===== src/rtl/sdram_port_arb.sv =====
// sdram_port_arb
// Arbitrates one SDRAM controller port between three clients: a ROM-download
// writer (one-entry buffered, stalled through dl_wait) and two read clients,
// sprite fetch and tile (background) fetch. Only one access is ever
// outstanding. A download write always beats the reads. Two reads that tie
// alternate, starting with the sprite client after reset.
//
// Ports
//   clk_sys, reset_n               clock, asynchronous active-low reset
//   dl_wr/dl_addr/dl_data          download write strobe, address and data
//   dl_wait                        download buffer occupied (loader stall)
//   spr_req/spr_addr               sprite read request (level) and address
//   spr_data/spr_valid             sprite read data and one-cycle valid
//   bg_req/bg_addr                 tile read request (level) and address
//   bg_data/bg_valid               tile read data and one-cycle valid
//   mem_addr/mem_din               controller address and write data
//   mem_rd/mem_we                  controller read and write strobes
//   mem_dout/mem_ready             controller read data and completion pulse
//   busy                           FSM not in IDLE
//   err                            sticky timeout flag
module sdram_port_arb #(
  parameter int ADDR_W  = 25,
  parameter int TIMEOUT = 63
) (
  input  logic              clk_sys,
  input  logic              reset_n,
  input  logic              dl_wr,
  input  logic [ADDR_W-1:0] dl_addr,
  input  logic [7:0]        dl_data,
  output logic              dl_wait,
  input  logic              spr_req,
  input  logic [ADDR_W-1:0] spr_addr,
  output logic [7:0]        spr_data,
  output logic              spr_valid,
  input  logic              bg_req,
  input  logic [ADDR_W-1:0] bg_addr,
  output logic [7:0]        bg_data,
  output logic              bg_valid,
  output logic [ADDR_W-1:0] mem_addr,
  output logic [7:0]        mem_din,
  output logic              mem_rd,
  output logic              mem_we,
  input  logic [7:0]        mem_dout,
  input  logic              mem_ready,
  output logic              busy,
  output logic              err
);

  // The WAIT counter only has to reach TIMEOUT-1: the abort happens at the
  // end of the TIMEOUT-th WAIT cycle.
  localparam int CNT_W = (TIMEOUT < 2) ? 1 : $clog2(TIMEOUT);
  localparam logic [CNT_W-1:0] CNT_LAST = CNT_W'(TIMEOUT - 1);

  typedef enum logic [1:0] {
    IDLE  = 2'd0,
    ISSUE = 2'd1,
    WAIT  = 2'd2
  } state_t;

  state_t            state_r,     state_s;
  logic [CNT_W-1:0]  cnt_r,       cnt_s;
  logic              dl_full_r,   dl_full_s;
  logic [ADDR_W-1:0] dl_addr_r,   dl_addr_s;
  logic [7:0]        dl_data_r,   dl_data_s;
  logic              rr_bg_r,     rr_bg_s;     // 1: tile client wins the next tie
  logic              gnt_wr_r,    gnt_wr_s;    // access in flight is the download write
  logic              gnt_bg_r,    gnt_bg_s;    // read in flight belongs to the tile client
  logic [ADDR_W-1:0] mem_addr_r,  mem_addr_s;
  logic [7:0]        mem_din_r,   mem_din_s;
  logic              mem_rd_r,    mem_rd_s;
  logic              mem_we_r,    mem_we_s;
  logic [7:0]        spr_data_r,  spr_data_s;
  logic              spr_valid_r, spr_valid_s;
  logic [7:0]        bg_data_r,   bg_data_s;
  logic              bg_valid_r,  bg_valid_s;
  logic              busy_r,      busy_s;
  logic              err_r,       err_s;
  logic              pick_bg_s;
  logic [7:0]        rd_byte_s;

  // FSM next state plus next values of every registered output.
  always_comb begin
    state_s     = state_r;
    cnt_s       = cnt_r;
    dl_full_s   = dl_full_r;
    dl_addr_s   = dl_addr_r;
    dl_data_s   = dl_data_r;
    rr_bg_s     = rr_bg_r;
    gnt_wr_s    = gnt_wr_r;
    gnt_bg_s    = gnt_bg_r;
    mem_addr_s  = mem_addr_r;
    mem_din_s   = mem_din_r;
    mem_rd_s    = 1'b0;
    mem_we_s    = 1'b0;
    spr_data_s  = spr_data_r;
    spr_valid_s = 1'b0;
    bg_data_s   = bg_data_r;
    bg_valid_s  = 1'b0;
    err_s       = err_r;
    pick_bg_s   = bg_req && (!spr_req || rr_bg_r);
    rd_byte_s   = mem_ready ? mem_dout : 8'hFF;

    // A write arriving while the buffer is full is simply lost.
    if (dl_wr && !dl_full_r) begin
      dl_full_s = 1'b1;
      dl_addr_s = dl_addr;
      dl_data_s = dl_data;
    end else begin
      dl_full_s = dl_full_r;
    end

    case (state_r)
      IDLE: begin
        // A write sampled on this very edge already counts as pending.
        if (dl_full_r || dl_wr) begin
          gnt_wr_s   = 1'b1;
          gnt_bg_s   = 1'b0;
          mem_addr_s = dl_full_r ? dl_addr_r : dl_addr;
          mem_din_s  = dl_full_r ? dl_data_r : dl_data;
          mem_we_s   = 1'b1;
          state_s    = ISSUE;
        end else if (spr_req || bg_req) begin
          // The tie pointer moves only when both clients compete.
          rr_bg_s    = (spr_req && bg_req) ? !rr_bg_r : rr_bg_r;
          gnt_wr_s   = 1'b0;
          gnt_bg_s   = pick_bg_s;
          mem_addr_s = pick_bg_s ? bg_addr : spr_addr;
          mem_rd_s   = 1'b1;
          state_s    = ISSUE;
        end else begin
          state_s = IDLE;
        end
      end
      ISSUE: begin
        // The strobe is high during this cycle; waiting starts next cycle.
        cnt_s   = {CNT_W{1'b0}};
        state_s = WAIT;
      end
      WAIT: begin
        if (mem_ready || (cnt_r == CNT_LAST)) begin
          err_s = mem_ready ? err_r : 1'b1;
          if (gnt_wr_r) begin
            dl_full_s = 1'b0;
          end else if (gnt_bg_r) begin
            bg_data_s  = rd_byte_s;
            bg_valid_s = 1'b1;
          end else begin
            spr_data_s  = rd_byte_s;
            spr_valid_s = 1'b1;
          end
          state_s = IDLE;
        end else begin
          cnt_s = cnt_r + {{(CNT_W-1){1'b0}}, 1'b1};
        end
      end
      default: begin
        state_s = IDLE;
      end
    endcase

    busy_s = (state_s != IDLE);
  end

  // State and output registers, cleared asynchronously at any point.
  always_ff @(posedge clk_sys or negedge reset_n) begin
    if (!reset_n) begin
      state_r     <= IDLE;
      cnt_r       <= {CNT_W{1'b0}};
      dl_full_r   <= 1'b0;
      dl_addr_r   <= {ADDR_W{1'b0}};
      dl_data_r   <= 8'h00;
      rr_bg_r     <= 1'b0;
      gnt_wr_r    <= 1'b0;
      gnt_bg_r    <= 1'b0;
      mem_addr_r  <= {ADDR_W{1'b0}};
      mem_din_r   <= 8'h00;
      mem_rd_r    <= 1'b0;
      mem_we_r    <= 1'b0;
      spr_data_r  <= 8'h00;
      spr_valid_r <= 1'b0;
      bg_data_r   <= 8'h00;
      bg_valid_r  <= 1'b0;
      busy_r      <= 1'b0;
      err_r       <= 1'b0;
    end else begin
      state_r     <= state_s;
      cnt_r       <= cnt_s;
      dl_full_r   <= dl_full_s;
      dl_addr_r   <= dl_addr_s;
      dl_data_r   <= dl_data_s;
      rr_bg_r     <= rr_bg_s;
      gnt_wr_r    <= gnt_wr_s;
      gnt_bg_r    <= gnt_bg_s;
      mem_addr_r  <= mem_addr_s;
      mem_din_r   <= mem_din_s;
      mem_rd_r    <= mem_rd_s;
      mem_we_r    <= mem_we_s;
      spr_data_r  <= spr_data_s;
      spr_valid_r <= spr_valid_s;
      bg_data_r   <= bg_data_s;
      bg_valid_r  <= bg_valid_s;
      busy_r      <= busy_s;
      err_r       <= err_s;
    end
  end

  assign dl_wait   = dl_full_r;
  assign spr_data  = spr_data_r;
  assign spr_valid = spr_valid_r;
  assign bg_data   = bg_data_r;
  assign bg_valid  = bg_valid_r;
  assign mem_addr  = mem_addr_r;
  assign mem_din   = mem_din_r;
  assign mem_rd    = mem_rd_r;
  assign mem_we    = mem_we_r;
  assign busy      = busy_r;
  assign err       = err_r;

endmodule


===== config.mk =====
export PLATFORM = sky130hd
export DESIGN_NAME = sdram_port_arb
export DESIGN_NICKNAME = d
export VERILOG_FILES = /design/src/rtl/sdram_port_arb.sv
export SDC_FILE = /design/constraint.sdc
export NUM_CORES = 1
export LEC_CHECK = 0
export BUFFER_PORTS_ARGS = -buffer_cell sky130_fd_sc_hd__buf_2
export CORE_ASPECT_RATIO = 1.5
export CORE_MARGIN = 4
export CORE_UTILIZATION = 51
export CTS_CLUSTER_DIAMETER = 80
export DETAILED_ROUTE_END_ITERATION = 12
export PLACE_DENSITY = 0.8
export SLEW_MARGIN = 20
export SYNTH_ARGS = -nofsm -noshare
export SYNTH_HDL_FRONTEND = slang
export SYNTH_SLANG_ARGS = --single-unit

===== constraint.sdc =====
create_clock -name clk_sys -period 2.4 [get_ports clk_sys]
set_clock_uncertainty 0.15 [all_clocks]
set_input_delay 0.24 -clock clk_sys [delete_from_list [all_inputs] [get_ports clk_sys]]
set_output_delay 0.24 -clock clk_sys [all_outputs]
set_load 0.005 [all_outputs]

# Word level (Yosys, flattened, before mapping)
# Cells that the tools add are included.
# op_classes
add_sub_neg	1
eq_ne	4
muxes	33
bitwise_logic	4
n_reduce_logical	21
# ops
operator	count
25-bit two-way mux	4
1-bit two-way mux	23
8-bit two-way mux	2
6-bit one-hot mux with 2 select lines	1
4-bit AND reduction	3
6-bit by 1-bit adder with 6-bit output (second input constant)	1
6-bit == test (second input constant)	1
6-bit two-way mux	1
2-bit one-hot mux with 3 select lines	1
2-bit AND reduction	3
2-bit nonzero test	3
1-bit logical OR	4
1-bit inverter	4
1-bit logical AND	3
1-bit logical NOT	3
3-bit AND reduction	1
2-bit by 1-bit == test with 1-bit output (second input constant)	1
2-bit == test (second input constant)	1
2-bit logical NOT	1
2-bit two-way mux	1
2-bit != test (second input constant)	1
# word_totals
regBits	100
in_bits	97
out_inout_bits	56
word_cells	81

# Longest topological paths before layout
# depth
word_depth	6
mapped_depth	7
mapped_depth_nobuf	6

# Worst setup path after synthesis
# No wires, ideal clock.
# synth_path
path_type	flip-flop to flip-flop
from	register cnt_r[0]
to	register bg_data_r[0], in the netlist bg_data[0]
setup_ps	122
t_arrival_ps	1570
slack_ps	559
path_stages_with_launch	8
cell_sequence	dfrtp_1 > inv_1 > ha_1 > and3_4 > a31o_2 > and3_1 > buf_2 > o22a_1
# synth_between
elab_chain_len	3
# synth_lines
element	line_no	source
start: declaration	61	logic [CNT_W-1:0] cnt_r, cnt_s;
start signal: assignment	168	cnt_r <= {CNT_W{1'b0}};
start signal: assignment	187	cnt_r <= cnt_s;
6-bit == test	140	if (mem_ready || (cnt_r == CNT_LAST)) begin
1-bit logical OR	140	
4-bit AND reduction (no line)	--	
end signal: assignment	200	bg_data_r <= bg_data_s;
end: declaration	74	logic [7:0] bg_data_r, bg_data_s;
# Every way passes these cells.
# A chain may end at the register's enable or synchronous reset.

# Worst setup path after layout
# layout_path
from	register cnt_r[0]
to	register bg_data_r[5], in the netlist bg_data[5]
# The elaborated chain is that of the path after synthesis.

==> impl_metrics.tcl <==
set metrics [dict create \
    outcome "completed" \
    holdCritPathClass "in2reg" \
    io_pins 153 \
    grt_use_total 0.238 \
    synth_cell_types 40 \
    cts_resized 0 \
    worstSetupStartpointType "flip-flop" \
    synth_area_per_cell_sq_um 11.6 \
    maxCapViolations 0 \
    crit_arrival_ns 2.04 \
    cts-buffers-inserted 9 \
    ys_top_cells_by_area "dfrtp_1 54%, mux2_2 8.0%, a31oi_1 7.1%" \
    final_core_util 0.689 \
    synth_edf_count 0 \
    p_sw_mw 2.42 \
    hold_violations 0 \
    std_cell_rows 42 \
    pwr-share-clk 0.196 \
    period_needed_ns 1.97 \
    drc 0 \
    regToRegEndpoint "bg_data[5]" \
    synth_seq_cells 100 \
    grt_max_degree 59 \
    clock_latency_ns 0.34 \
    synth_nets 498 \
    finalCritPeriodShare 0.822 \
    crit_type "reg2reg" \
    die_h_um 125 \
    critPathMaxFanout 9 \
    seq_area_sq_mm 0.00250 \
    p_leak_nw 2.80 \
    core_sq_mm 0.00883 \
    place_congestion 0.888 \
    overflow 0 \
    slew_headroom 0.625 \
    finalSetupViolCount 0 \
    end_kind "flip-flop" \
    viasPerCell 5.83 \
    grt_pass1_vias 4057 \
    crit_start "cnt_r[0]" \
    layout-drive-gt1-share 0.381 \
    p_int_mw 4.65 \
    final.setup.tns_ns 0 \
    grt_pass1_wl_mm 20.4 \
    reg2reg_from "cnt_r[0]" \
    final_max_slew_viol_count 0 \
    cts.clk_slew.worst_paths_ns 0.07 \
    nets 673 \
    start_util 0.525 \
    layout_common_cells "151 x buf_2, 100 x dfrtp_1, 53 x a31oi_1" \
    yosysTopAreaCell "dfrtp_1" \
    combPwrFrac 0.389 \
    fillerInstances 682 \
    tritoncts "built" \
    power_density_mw_per_mm2 1160 \
    cts-htree-levels 3 \
    root_buffer "clkbuf_16" \
    critPathRequiredTime_ns 2.47 \
    hpwl_mm 8.69 \
    syn_inst 399 \
    vias 4008 \
    drt-initial-drc-count 172 \
    antenna_found_initial 0 \
    layout_commonest_cell "buf_2" \
    ys.flop_type "dfrtp_1" \
    netlist.area_leader.share 0.540 \
    rsz0062_at_grt "false" \
    port_buffers 152 \
    hp-start "dl_addr[13]" \
    die_x_um 85.9 \
    fp.dieArea_sq_mm 0.0107 \
    postCtsSetupRepairBufs 0 \
    area_delta_synth_final_pct 31.1 \
    antenna_cells 0 \
    multiInputGateArea_sq_mm 0.00193 \
    ys_seq_area_frac 0.540 \
    crit_end "bg_data[5]" \
    wire_per_inst_um 18.3 \
    pwr-share-seq 0.414 \
    synth-async-reset-ratio 1.00 \
    cts.sinks 100 \
    worstMarginPinSlew_ns 0.559 \
    cts.path.max_buffers 2 \
    fmax_mhz 507 \
    netlist_area_sq_mm 0.00464 \
    antenna_left 0 \
    rr_worst_depth 6 \
    ys_warn_count 0 \
    drt-total-wl_mm 12.6 \
    r2r_slack_ns 0.43 \
    sw_frac_of_total 0.342 \
    drt_pass1_iterations 4 \
    ir_drop_mv 0.622 \
]
[final cells by class]
type,instances,share of cell area
Clock inverter,5,0.00885
Clock buffer,10,0.0377
Sequential cell,100,0.412
Timing Repair Buffer,198,0.200
Tap cell,110,0.0226
Multi-Input combinational cell,262,0.317
Inverter,3,0.00185
[layer usage]
metal,routed length (um),share of wire,track usage
met5,0,0,0
met4,225,0.018,0.0885
met3,689,0.055,0.0450
met2,6830,0.54,0.430
met1,4820,0.38,0.272
[flip-flops by register name (all words and copies together), names as in the netlist, 2 cells and up]
register and count:
bg_data 8, cnt_r 6, dl_addr_r 25, dl_data_r 8, mem_addr 25, mem_din 8
spr_data 8, state_r 2
[worst max-delay path: stages (launching register included)]
cell	delay [ns]
dfrtp_1	0.41
inv_1	0.08
ha_1	0.21
and3_4	0.19
a31o_2	0.28
and3_1	0.28
o22a_1	0.25
[cell usage after synthesis (4+ instances only)]
cell type  count
a21oi_1       10
a22oi_1       25
a31oi_1       53
and4_1        27
buf_2         15
buf_6          7
clkbuf_1      11
dfrtp_1      100
mux2_2        33
mux2i_1        8
nand2_1        6
nand3_1        5
nor2_1        38
nor3_1         4
o21ai_0        4
o22a_1        16
[power groups by stage]
stage          clock network [mW]  registers [mW]  logic (mW)
2_1_floorplan                   0            2.88        1.83
3_3_place_gp                    0            2.90        2.61
3_5_place_dp                    0            2.95        2.72
4_1_cts                      1.42            2.92        2.77
5_1_grt                      1.49            3.02        3.03
6_report                     1.39            2.93        2.75
[repair_timing]
| item | CTS | global route |
|---|---|---|
| endpoints found under the setup margin | 0 | 0 |
| hold buffers | 33 | 0 |
| endpoints found under the hold margin | 81 | 0 |
[cell families after synthesis]
family,Yosys count,synth area share
simple gates,97,0.126
xor+xnor,1,0.00189
fa+ha+maj,2,0.00539
buf+inv,37,0.0461
flops,100,0.540
mux,41,0.0974
compound gates,121,0.184
[how the worst min path moves through the flow]
| stage | to | slack [ns] | cells past startpoint |
|---|---|---|---|
| 2_1_floorplan | bg_data[0] | -0.21 | 0 |
| 3_3_place_gp | spr_data[7] | 0.11 | 1 |
| 3_5_place_dp | spr_data[7] | 0.12 | 1 |
| 4_1_cts | dl_addr_r[21] | 0.0008 | 2 |
| 5_1_grt | dl_addr_r[21] | 0.004 | 2 |
| 6_report | dl_addr_r[13] | 0.01 | 2 |
[through the flow]
| step | total power [mW] | hold slack, ns | instances | area [sq um] | setup slack, ns |
|---|---|---|---|---|---|
| 3_3_place_gp | 5.51 | 0.112 | 640 | 5470 | 0.512 |
| 5_1_grt | 7.54 | 0.00443 | 688 | 6080 | 0.250 |
| 2_1_floorplan | 4.71 | -0.206 | 399 | 4640 | 0.559 |
| 3_5_place_dp | 5.66 | 0.121 | 640 | 5470 | 0.444 |
| 6_report | 7.07 | 0.0112 | 688 | 6080 | 0.427 |
| 4_1_cts | 7.11 | 0.000752 | 688 | 6080 | 0.438 |
Power figures use the tool's default switching activity.
